--- config.mk ---
export PLATFORM = sky130hd
export DESIGN_NAME = uart_tx
export DESIGN_NICKNAME = d
export VERILOG_FILES = /design/src/rtl/uart_tx.sv
export SDC_FILE = /design/constraint.sdc
export NUM_CORES = 1
export LEC_CHECK = 0
export CORE_ASPECT_RATIO = 1.4
export CORE_MARGIN = 3
export CORE_UTILIZATION = 35
export CTS_CLUSTER_DIAMETER = 30
export DETAILED_ROUTE_END_ITERATION = 8
export PLACE_DENSITY = 0.63
export SYNTH_ARGS = -nofsm -noshare
export SYNTH_HDL_FRONTEND = slang
export SYNTH_SLANG_ARGS = --single-unit
--- constraint.sdc ---
create_clock -name i_clock -period 6.9 [get_ports i_clock]
set_clock_uncertainty 0.05 [all_clocks]
set_input_delay 1.725 -clock i_clock [delete_from_list [all_inputs] [get_ports i_clock]]
set_output_delay 1.725 -clock i_clock [all_outputs]
set_load 0.05 [all_outputs]
--- src/rtl/uart_tx.sv ---
// Ready/valid byte stream to asynchronous serial frames: start, LSB-first data,
// optional parity, one or two stop bits. Every output is a flop.
module uart_tx #(
   parameter int DATA_WIDTH   = 8,
   parameter int CLKS_PER_BIT = 16,
   parameter int PARITY_MODE  = 0,
   parameter int STOP_BITS    = 1
) (
   input  logic                  i_clock,
   input  logic                  i_nreset,
   output logic                  o_write_ready,
   input  logic                  i_write_valid,
   input  logic [DATA_WIDTH-1:0] i_write_data,
   output logic                  o_tx,
   output logic                  o_busy
);

   // state    | meaning
   // S_IDLE   | line high, waiting for a word
   // S_START  | start bit, line low
   // S_DATA   | data bits, LSB first from shift register bit 0
   // S_PARITY | parity bit (only when PARITY_MODE != 0)
   // S_STOP   | stop bit(s), line high; may chain straight into S_START

   localparam int BAUD_W = (CLKS_PER_BIT > 1) ? $clog2(CLKS_PER_BIT) : 1;
   localparam int BIT_W  = $clog2(DATA_WIDTH + 1);
   localparam logic [BAUD_W-1:0] BAUD_LAST = BAUD_W'(CLKS_PER_BIT - 1);
   localparam logic [BIT_W-1:0]  DATA_LAST = BIT_W'(DATA_WIDTH - 1);
   localparam logic [BIT_W-1:0]  STOP_LAST = BIT_W'(STOP_BITS - 1);
   localparam logic              ODD_PAR   = (PARITY_MODE == 2);

   typedef enum logic [2:0] {
      S_IDLE,
      S_START,
      S_DATA,
      S_PARITY,
      S_STOP
   } state_t;

   state_t                state_q, state_d;
   logic [BAUD_W-1:0]     baud_q, baud_d;
   logic [BIT_W-1:0]      bit_q, bit_d;
   logic [DATA_WIDTH-1:0] shift_q, shift_d;
   logic                  par_q, par_d;
   logic                  tx_q, tx_d;
   logic                  busy_q, busy_d;
   logic                  ready_q, ready_d;
   logic                  bit_end;
   logic                  xfer;

   always_ff @(posedge i_clock or negedge i_nreset) begin
      if (!i_nreset) begin
         state_q <= S_IDLE;
         baud_q  <= '0;
         bit_q   <= '0;
         shift_q <= '0;
         par_q   <= 1'b0;
         tx_q    <= 1'b1;
         busy_q  <= 1'b0;
         ready_q <= 1'b0;
      end else begin
         state_q <= state_d;
         baud_q  <= baud_d;
         bit_q   <= bit_d;
         shift_q <= shift_d;
         par_q   <= par_d;
         tx_q    <= tx_d;
         busy_q  <= busy_d;
         ready_q <= ready_d;
      end
   end

   always_comb begin
      state_d = state_q;
      baud_d  = baud_q;
      bit_d   = bit_q;
      shift_d = shift_q;
      par_d   = par_q;
      bit_end = (baud_q == BAUD_LAST);
      xfer    = ready_q & i_write_valid;

      if (state_q != S_IDLE) begin
         baud_d = bit_end ? '0 : baud_q + 1'b1;
      end

      case (state_q)
         S_START: begin
            if (bit_end) begin
               state_d = S_DATA;
               bit_d   = '0;
            end
         end
         S_DATA: begin
            if (bit_end) begin
               shift_d = shift_q >> 1;
               if (bit_q == DATA_LAST) begin
                  bit_d   = '0;
                  state_d = (PARITY_MODE != 0) ? S_PARITY : S_STOP;
               end else begin
                  bit_d = bit_q + 1'b1;
               end
            end
         end
         S_PARITY: begin
            if (bit_end) begin
               state_d = S_STOP;
               bit_d   = '0;
            end
         end
         S_STOP: begin
            if (bit_end) begin
               if (bit_q == STOP_LAST) begin
                  state_d = S_IDLE;
                  bit_d   = '0;
               end else begin
                  bit_d = bit_q + 1'b1;
               end
            end
         end
         default: ;
      endcase

      // Ready is only ever high in IDLE or the final stop cycle, so a transfer
      // here covers both the idle start and the back-to-back chain.
      if (xfer) begin
         state_d = S_START;
         baud_d  = '0;
         bit_d   = '0;
         shift_d = i_write_data;
         par_d   = (^i_write_data) ^ ODD_PAR;
      end

      case (state_d)
         S_START:  tx_d = 1'b0;
         S_DATA:   tx_d = shift_d[0];
         S_PARITY: tx_d = par_d;
         default:  tx_d = 1'b1;
      endcase

      busy_d  = (state_d != S_IDLE);
      ready_d = (state_d == S_IDLE) ||
                ((state_d == S_STOP) && (bit_d == STOP_LAST) && (baud_d == BAUD_LAST));
   end

   assign o_tx          = tx_q;
   assign o_busy        = busy_q;
   assign o_write_ready = ready_q;

endmodule

==> key figures, run 1 <==
Synthesis
  • Sequential share of the synthesized area: between 40% and 50%
  • Syn nets: about 160
  • Dominant synthesized flop cell: dfrtp_1
  • Synth top area cells: dfrtp_1 40%, nand2_1 5.5%, mux2i_1 5.1%, o21ai_1 5.1%, xnor2_1 4.5%
  • Mapped Cells: between 100 and 150
  • Synthesized cell area: about 1400 um^2
  • Avg Inst Size Synth: just over 9 um^2
  • EDFF count, synth: 0
  • Post-synth top area share: 40.1%
  • Ys Warns: 0
  • Post-synth top area cell: dfrtp_1
  • Cell with the most instances after synthesis: dfrtp_1
  • Post-synthesis cell type count: between 40 and 50
  • Commonest cells post-synth: 22 x dfrtp_1, 20 x nand2_1, 14 x o21ai_1
  • Register bit total from synthesis: 23
  • Ys async rst share: 100%

Clock network
  • Setup bufs post-CTS: 0
  • Clock slew at reported path FFs: around 0.080 ns
  • Hold_buf cts: 0
  • Clock buffer count from CTS: 3
  • Post_cts resized: 0
  • CTS Buffer Depth: 2
  • CTS root buf: clkbuf_8
  • CTS tree: done
  • Clk Latency, worst-skew pair: between 0.2 and 0.3 ns
  • Htree depth: 1
  • Clock sink count: 23

Detailed routing
  • DRT Wirelength: roughly 3000 um
  • Post-route DRC: 0
  • Vias/cell: 5.68
  • Vias: 1135
  • DRT antenna net count: 0
  • Initial DRT Pass Iterations: 4
  • WL/cell: around 15 um
  • Initial DRC count: 58

Final layout
  • Final #Nets: 173
  • Post-Route Utilization: between 40% and 50%
  • Share of layout cells above drive strength 1: about 6.3%
  • Final instance area: about 1600 um^2
  • Area Growth Syn to Fin: 14.4%
  • Final Non-Filler Cells: 200
  • Ant. Diodes: 0

Power and ir drop
  • P_leak: about 0.64 nW
  • Max IR drop VDD: about 0.16 mV
  • Pwr per Cell Area: roughly 350 nW/um^2

Worst setup path
  • Slowest Stage Delay on Critical Path: 0.47 ns
  • Crit Path Class: in -> reg
  • FF-to-FF setup slack: ~4.4 ns
  • Critical path buffers and inverters: 1
  • Worst EP required: about 7 ns
  • CP top delay family: simple AND/OR/NAND/NOR gates
  • CP arrival: roughly 3.8 ns
  • Critical path fanouts, max: 24
  • CP Cell Sequence: clkdlybuf4s50_1, and2_1, nor4_1, a31o_1, or4b_1, o31ai_2
  • Slowest CP cell: or4b_1
  • Crit path launch: i_write_valid
  • RR Startpoint: bit_q[1]$_DFF_PN0_
  • Worst Setup Start Kind: input pin
  • CP endpoint kind: flip-flop

Place
  • Area of placed instances: 1530 um^2
  • Port Buf Inserts: 13
  • HPWL Detailed: around 2200 um
  • Gp weighted congestion: between 0.8 and 0.9
  • Inst Count DP: 196

Status
  • Status: complete, no violations

Floorplanning
  • Core region area: about 3700 um^2
  • Die Wd: 59.0 um
  • Die Y: 80.1 um
  • Row count: 26
  • I/O pins: 14
  • Die area: about 4700 um^2
  • Initial core utilization: between 30% and 40%

Run
  • MaxCap Viol Count: 0

STA
  • RSZ-0062 raised after global routing: no
  • Minimum clock period: 3.65 ns
  • Setup-failing EPs final: 0
  • Slew Viols, Final: 0
  • Final hold viol count: 0
  • Fin crit share: 52.8%
  • Hold WS: 0.447 ns
  • Total negative setup slack: 0 ns
  • Worst slew margin: 30.9%
  • Fmax: about 0.27 GHz
  • Worst slew pin tran: 1.03 ns

Hold path
  • Hold Crit Class: reg -> reg
  • Hold Startpoint: par_q$_DFF_PN0_

Global routing
  • Global router's overall resource usage: roughly 14%
  • First-pass GRT wire length: 5160 um
  • Vias in the first global route: 1146
  • Congestion Overflow GR: 0
  • Initial antenna violation count: 0
  • Largest net degree at the start of global routing: 25
[cell families after synthesis]
group           count (synthesis)  share of synthesized area (%)
mux                             7                           5.10
compound gates                 37                           17.9
simple gates                   57                           23.2
fa+ha+maj                       3                           2.73
flops                          23                           42.0
buf+inv                        13                           3.92
xor+xnor                        8                           5.10
[report_power, final]
group / internal (W) / switching [W] / leakage [nW]
registers: 0.000186 / 0.0000568 / 0.287
clock network: 0.0000402 / 0.0000424 / 0.0255
logic: 0.0000914 / 0.000127 / 0.324
[path summary, 6_finish.rpt]
path,to,depth (start not counted)
hold reg to reg,par_q$_DFF_PN0_,2
min in group asynchronous,shift_q[0]$_DFF_PN0_,1
hold / removal,par_q$_DFF_PN0_,2
max in group asynchronous,baud_q[0]$_DFF_PN0_,1
setup reg to reg,o_write_ready$_DFF_PN0_,8
setup / recovery,o_write_ready$_DFF_PN0_,6
[sequential cells by signal (all words and copies together), names as in the netlist]
signal	count
shift_q	8
baud_q	4
bit_q	4
state_q	3
o_busy	1
o_tx	1
o_write_ready	1
par_q	1
[routing by layer]
layer | track usage (%) | vias up | part of all wire [%] | wire length (um)
li1 | - | 551 | - | -
met3 | 1.45 | 10 | 2.4 | 71
met5 | 0 | - | 0 | 0
met1 | 17.0 | 546 | 42 | 1250
met4 | 5.22 | 0 | 2.4 | 73
met2 | 25.2 | 28 | 53 | 1590
[cells in the final DEF, fill, tap and decap left out, drive strengths merged, types with 2 or more instances in the layout]
cell	n
xnor2	7
a21oi	5
clkdlybuf4s50	13
o21ai	17
o31ai	3
nor3	3
dfrtp	22
mux2i	7
nand2b	2
nor2	7
and2	3
and3	2
clkbuf	3
or3b	2
ha	3
or2	2
nand2	20
nor4	3
nand3	6
a311o	2
inv	6
[worst min-delay path, cell delays in order (launching register included)]
cell and delay (ns):
dfrtp_1 0.33, nand2_1 0.05, o21ai_1 0.08
[cell type report]
class                      instances  area [um^2]
timing repair buffer              13          130
fill                             376         2140
inverter                           6         22.5
multi-input combinational        112          743
sequential                        23          577
clock inverter                     1         5.00
tap                               42         52.6
clock buffer                       3         41.3
[stage by stage]
| stage | power [W] | setup WS, ns |
|---|---|---|
| floorplan | 0.000402 | 3.79 |
| global route | 0.000589 | 3.14 |
| global placement | 0.000455 | 3.07 |
| detailed placement | 0.000463 | 2.96 |
| finish | 0.000544 | 3.25 |
| CTS | 0.000546 | 3.24 |
Power figures use the tool's default switching activity.
==> run 2, diff against run 1 <==
- PLACE_DENSITY: 0.63 -> 0.64
- clock period: 6.9 -> 3.08 ns (I/O delays scaled with it)
==> run 2 against run 1 <==
Largest power group unchanged. Sequential share of layout area is 0.69 points lower. Non-clock buffer count is 4 higher. Critical path depth is 2 higher. Worst setup slack worse by 2.7 ns. Routed wire length is 2.9% lower.
==> key figures, run 2 (synthesized netlist as in run 1, its figures left out) <==
Status
  • Status: complete, no violations

Detailed routing
  • DRT Wirelength: 2900 um
  • DRT antenna net count: 0
  • Vias/cell: roughly 5.5
  • Vias: 1130
  • Initial DRT Pass Iterations: 4
  • Initial DRC count: 55
  • WL/cell: roughly 14 um
  • Post-route DRC: 0

Floorplanning
  • Initial core utilization: a little under two fifths
  • Die Y: around 80 um
  • Core region area: 3710 um^2
  • Die Wd: slightly below 60 um
  • I/O pins: 14
  • Die area: around 4700 um^2
  • Row count: 26

Global routing
  • First-pass GRT wire length: about 5200 um
  • Largest net degree at the start of global routing: 24
  • Global router's overall resource usage: approximately 14%
  • Initial antenna violation count: 0
  • Vias in the first global route: roughly 1.2k
  • Congestion Overflow GR: 0

Clock network
  • CTS root buf: clkbuf_8
  • Clock buffer count from CTS: 3
  • CTS Buffer Depth: 2
  • Clock slew at reported path FFs: 0.08 ns
  • Post_cts resized: 0
  • Hold_buf cts: 0
  • CTS tree: done
  • Htree depth: 1
  • Clock sink count: 23
  • Clk Latency, worst-skew pair: between 0.2 and 0.3 ns
  • Setup bufs post-CTS: 0

Power and ir drop
  • Pwr per Cell Area: just under 800 nW/um^2
  • P_leak: 0.657 nW
  • Max IR drop VDD: between 0.3 and 0.4 mV

STA
  • Fmax: approximately 0.40 GHz
  • Fin crit share: 81.7%
  • Total negative setup slack: 0 ns
  • Worst slew margin: between 60% and 70%
  • Minimum clock period: roughly 2.5 ns
  • Worst slew pin tran: about 0.50 ns
  • Slew Viols, Final: 0
  • Final hold viol count: 0
  • RSZ-0062 raised after global routing: no
  • Setup-failing EPs final: 0

Place
  • HPWL Detailed: between 2000 and 2500 um
  • Gp weighted congestion: between 0.8 and 0.9
  • Port Buf Inserts: 13
  • Inst Count DP: 200

Final layout
  • Final #Nets: between 150 and 200
  • Most frequent cells in the layout: 22 x dfrtp_1, 20 x nand2_1, 14 x o21ai_1
  • Commonest non-fill, non-tap cell in the layout: dfrtp_1
  • Post-Route Utilization: 43.2%
  • Max FFs per register: 8
  • Register name with the most flops: shift_q
  • Share of layout cells above drive strength 1: under 10%
  • Regs by FF count: shift_q x8, baud_q x4, bit_q x4
  • Ant. Diodes: 0
  • Final Non-Filler Cells: a little over 200
  • Area Growth Syn to Fin: 16.6%

Worst setup path
  • CP endpoint kind: flip-flop
  • Worst EP required: 3.20 ns
  • Critical path fanouts, max: 6
  • Crit Path Class: reg -> reg
  • Worst Setup Start Kind: flip-flop
  • CP arrival: 2.64 ns

Hold path
  • Hold Crit Class: reg -> reg

Run
  • MaxCap Viol Count: 0
## run 2: cell count changes in the layout (fill, tap and decap cells not counted)
cell / delta
buf_4: +4
## run 2: path summary, 6_finish.rpt
kind,endpoint,from,cells after the start,slack (ns)
setup reg to reg,o_write_ready$_DFF_PN0_,bit_q[1]$_DFF_PN0_,8,0.56
max in group asynchronous,o_tx$_DFF_PN1_,i_nreset,2,1.90
hold reg to reg,par_q$_DFF_PN0_,par_q$_DFF_PN0_,2,0.46
hold / removal,par_q$_DFF_PN0_,par_q$_DFF_PN0_,2,0.46
setup / recovery,o_write_ready$_DFF_PN0_,bit_q[1]$_DFF_PN0_,8,0.56
min in group asynchronous,shift_q[1]$_DFFE_PN0P_,i_nreset,2,0.80
## run 2: layer usage
layer / vias to the layer above / wire, um / track usage (%)
met3: 4 / 94 / 1.45
li1: 567 / - / -
met1: 539 / 1190 / 15.3
met4: 0 / 36 / 4.99
met5: - / 0 / 0
met2: 20 / 1580 / 26.5
## run 2: metrics by stage
stage	total power [W]	cell area (um^2)	setup WS [ns]	hold WS, ns
finish	0.00123	1600	0.564	0.455
global route	0.00134	1600	0.408	0.503
CTS	0.00124	1600	0.549	0.469
detailed placement	0.00105	1560	0.380	0.450
global placement	0.00103	1560	0.446	0.426
floorplan	0.000901	1370	0.763	0.400
## run 2: layout make-up
type | count | area [um^2]
Timing Repair Buffer | 17 | 160
Inverter | 6 | 22.5
Tap cell | 42 | 52.6
Sequential cell | 23 | 577
Multi-Input combinational cell | 112 | 743
Clock buffer | 3 | 41.3
Fill cell | 392 | 2110
Clock inverter | 1 | 5.00
## run 2: worst max-delay path, stage by stage (launching register included)
cell and delay, ns:
dfrtp_1 0.44, inv_1 0.10, ha_1 0.13, or3b_1 0.41, o21ai_1 0.16, nor4_1 0.06
a311o_1 0.35, or4b_1 0.55, o31ai_2 0.19
## run 2: report_power, final
part / internal (W) / switching (W) / leakage [nW]
Combinational: 0.000216 / 0.000306 / 0.345
Sequential: 0.000417 / 0.000106 / 0.287
Clock: 0.0000901 / 0.0000962 / 0.0255
Total: 0.000724 / 0.000509 / 0.657
==> run 3, diff against run 2 <==
- clock period: 3.08 -> 2.3 ns (I/O delays scaled with it)
==> run 3 against run 2 <==
Register-to-register slack lost 0.56 ns. Worst setup slack worse by 0.56 ns. Cell area up 10%. Clock power rose by 33%. Flip-flop and latch count unchanged. Largest power group is now combinational logic.
==> key figures, run 3 (synthesized netlist as in run 1, its figures left out) <==
Final layout
  • Ant. Diodes: 0
  • Register name with the most flops: shift_q
  • Fillers: around 370
  • Share of layout cells above drive strength 1: between 20 and 25%
  • Regs by FF count: shift_q x8, baud_q x4, bit_q x4
  • Final #Nets: 197
  • Commonest non-fill, non-tap cell in the layout: buf_4
  • Max FFs per register: 8
  • Area Growth Syn to Fin: 28.4%
  • Most frequent cells in the layout: 24 x buf_4, 22 x dfrtp_1, 20 x nand2_1
  • Final Non-Filler Cells: 224

STA
  • Worst slew margin: ~66%
  • Setup-failing EPs final: 0
  • Fmax: 0.435 GHz
  • RSZ-0062 raised after global routing: yes
  • Minimum clock period: ~2.3 ns
  • Hold WS: between 0.4 and 0.5 ns
  • Fin crit share: around 100%
  • Worst slew pin tran: 0.504 ns
  • Final hold viol count: 0
  • Slew Viols, Final: 0

Clock network
  • Clock slew at reported path FFs: approximately 0.080 ns
  • Clock buffer count from CTS: 3
  • CTS root buf: clkbuf_8
  • Clock sink count: 23
  • Htree depth: 1
  • Hold_buf cts: 0
  • CTS Buffer Depth: 2
  • Clk Latency, worst-skew pair: around 0.26 ns
  • CTS tree: done

Place
  • Port Buf Inserts: 13
  • HPWL Detailed: about 2700 um
  • Inst Count DP: 219
  • Gp weighted congestion: approximately 0.96

Detailed routing
  • DRT antenna net count: 0
  • Initial DRT Pass Iterations: 4
  • WL/cell: ~15 um
  • Vias/cell: roughly 5.5
  • Vias: ~1.2k
  • Initial DRC count: 56
  • DRT Wirelength: between 3000 and 4000 um
  • Post-route DRC: 0

Global routing
  • Congestion Overflow GR: 0
  • First-pass GRT wire length: about 5800 um
  • Global router's overall resource usage: ~16%
  • Largest net degree at the start of global routing: 21
  • Initial antenna violation count: 0
  • Vias in the first global route: about 1.3k

Worst setup path
  • Worst EP required: 2.42 ns
  • Slowest CP cell: or4b_4
  • CP top delay family: simple AND/OR/NAND/NOR gates
  • Critical path fanouts, max: 4
  • Crit Path Class: reg -> reg
  • Slowest Stage Delay on Critical Path: ~0.52 ns
  • Worst Setup Start Kind: flip-flop
  • CP Cell Sequence: inv_2, ha_1, or3b_4, o21ai_2, nor4_1, a311o_1, or4b_4, o31ai_2
  • Crit path launch: bit_q[0]$_DFF_PN0_
  • RR Startpoint: bit_q[0]$_DFF_PN0_
  • CP endpoint kind: flip-flop
  • CP arrival: 2.42 ns
  • Critical path buffers and inverters: 1

Power and ir drop
  • Max IR drop VDD: ~0.63 mV
  • Pwr per Cell Area: 1020 nW/um^2
  • P_leak: about 0.75 nW

Status
  • Status: complete, no violations

Floorplanning
  • Die area: around 4700 um^2
  • Core region area: between 3000 and 4000 um^2
  • Initial core utilization: 37.0%
  • Die Y: around 80 um
  • I/O pins: 14
  • Row count: 26
  • Die Wd: 59.0 um

Hold path
  • Hold Crit Class: reg -> reg
  • Hold Startpoint: shift_q[7]$_DFFE_PN0P_

Run
  • MaxCap Viol Count: 0
run 3: power breakdown:
| part | internal [W] | switching (W) | total, W |
|---|---|---|---|
| logic | 0.000404 | 0.000489 | 0.000893 |
| clock network | 0.000123 | 0.000124 | 0.000247 |
| registers | 0.000560 | 0.0000946 | 0.000654 |
| total | 0.00109 | 0.000707 | 0.00179 |
run 3: what timing repair did:
item                                    in CTS  in global routing
cloned                                       0                  0
pin swaps                                    2                  3
resized for setup                            3                  3
setup buffers                                0                  1
hold endpoints to repair                     0                  0
endpoints found under the setup margin       1                  1
run 3: per-stage QoR:
stage | TNS [ns] | total power, W | setup WS (ns) | util, % | instance area [um^2]
6_report | 0 | 0.00179 | 0.00226 | 47.6 | 1760
3_5_place_dp | -0.169 | 0.00153 | -0.133 | 45.9 | 1700
3_3_place_gp | -0.0670 | 0.00151 | -0.0421 | 45.9 | 1700
5_1_grt | -0.130 | 0.00194 | -0.130 | 47.6 | 1760
2_1_floorplan | 0 | 0.00121 | 0.00470 | - | 1380
4_1_cts | -0.0137 | 0.00177 | -0.0137 | 47.1 | 1750
run 3: worst min-delay path, stage by stage (launching register included):
cell and delay, ns:
dfrtp_1 0.38, nand2_1 0.06, o21ai_1 0.05
run 3: final timing paths:
kind | end | cells past startpoint | slack [ns]
max in group asynchronous | shift_q[2]$_DFFE_PN0P_ | 2 | 1.06
hold / removal | shift_q[7]$_DFFE_PN0P_ | 2 | 0.48
setup reg to reg | o_write_ready$_DFF_PN0_ | 8 | 0.002
min in group asynchronous | shift_q[0]$_DFF_PN0_ | 1 | 0.59
hold reg to reg | shift_q[7]$_DFFE_PN0P_ | 2 | 0.48
setup / recovery | o_write_ready$_DFF_PN0_ | 8 | 0.002
run 3: cell type report:
class,instances,area [um^2],share of cell area (%)
Clock buffer,4,45.0,2.55
Sequential cell,23,577,32.7
Tap cell,42,52.6,2.98
Inverter,6,22.5,1.28
Multi-Input combinational cell,112,757,42.9
Timing Repair Buffer,37,310,17.6
run 3: per-layer routing:
metal / up-vias / GRT usage [%] / wire (um)
li1: 601 / - / -
met1: 599 / 17.2 / 1260
met2: 20 / 29.9 / 1840
met3: 8 / 1.61 / 73
met4: 0 / 7.26 / 110
met5: - / 0 / 0
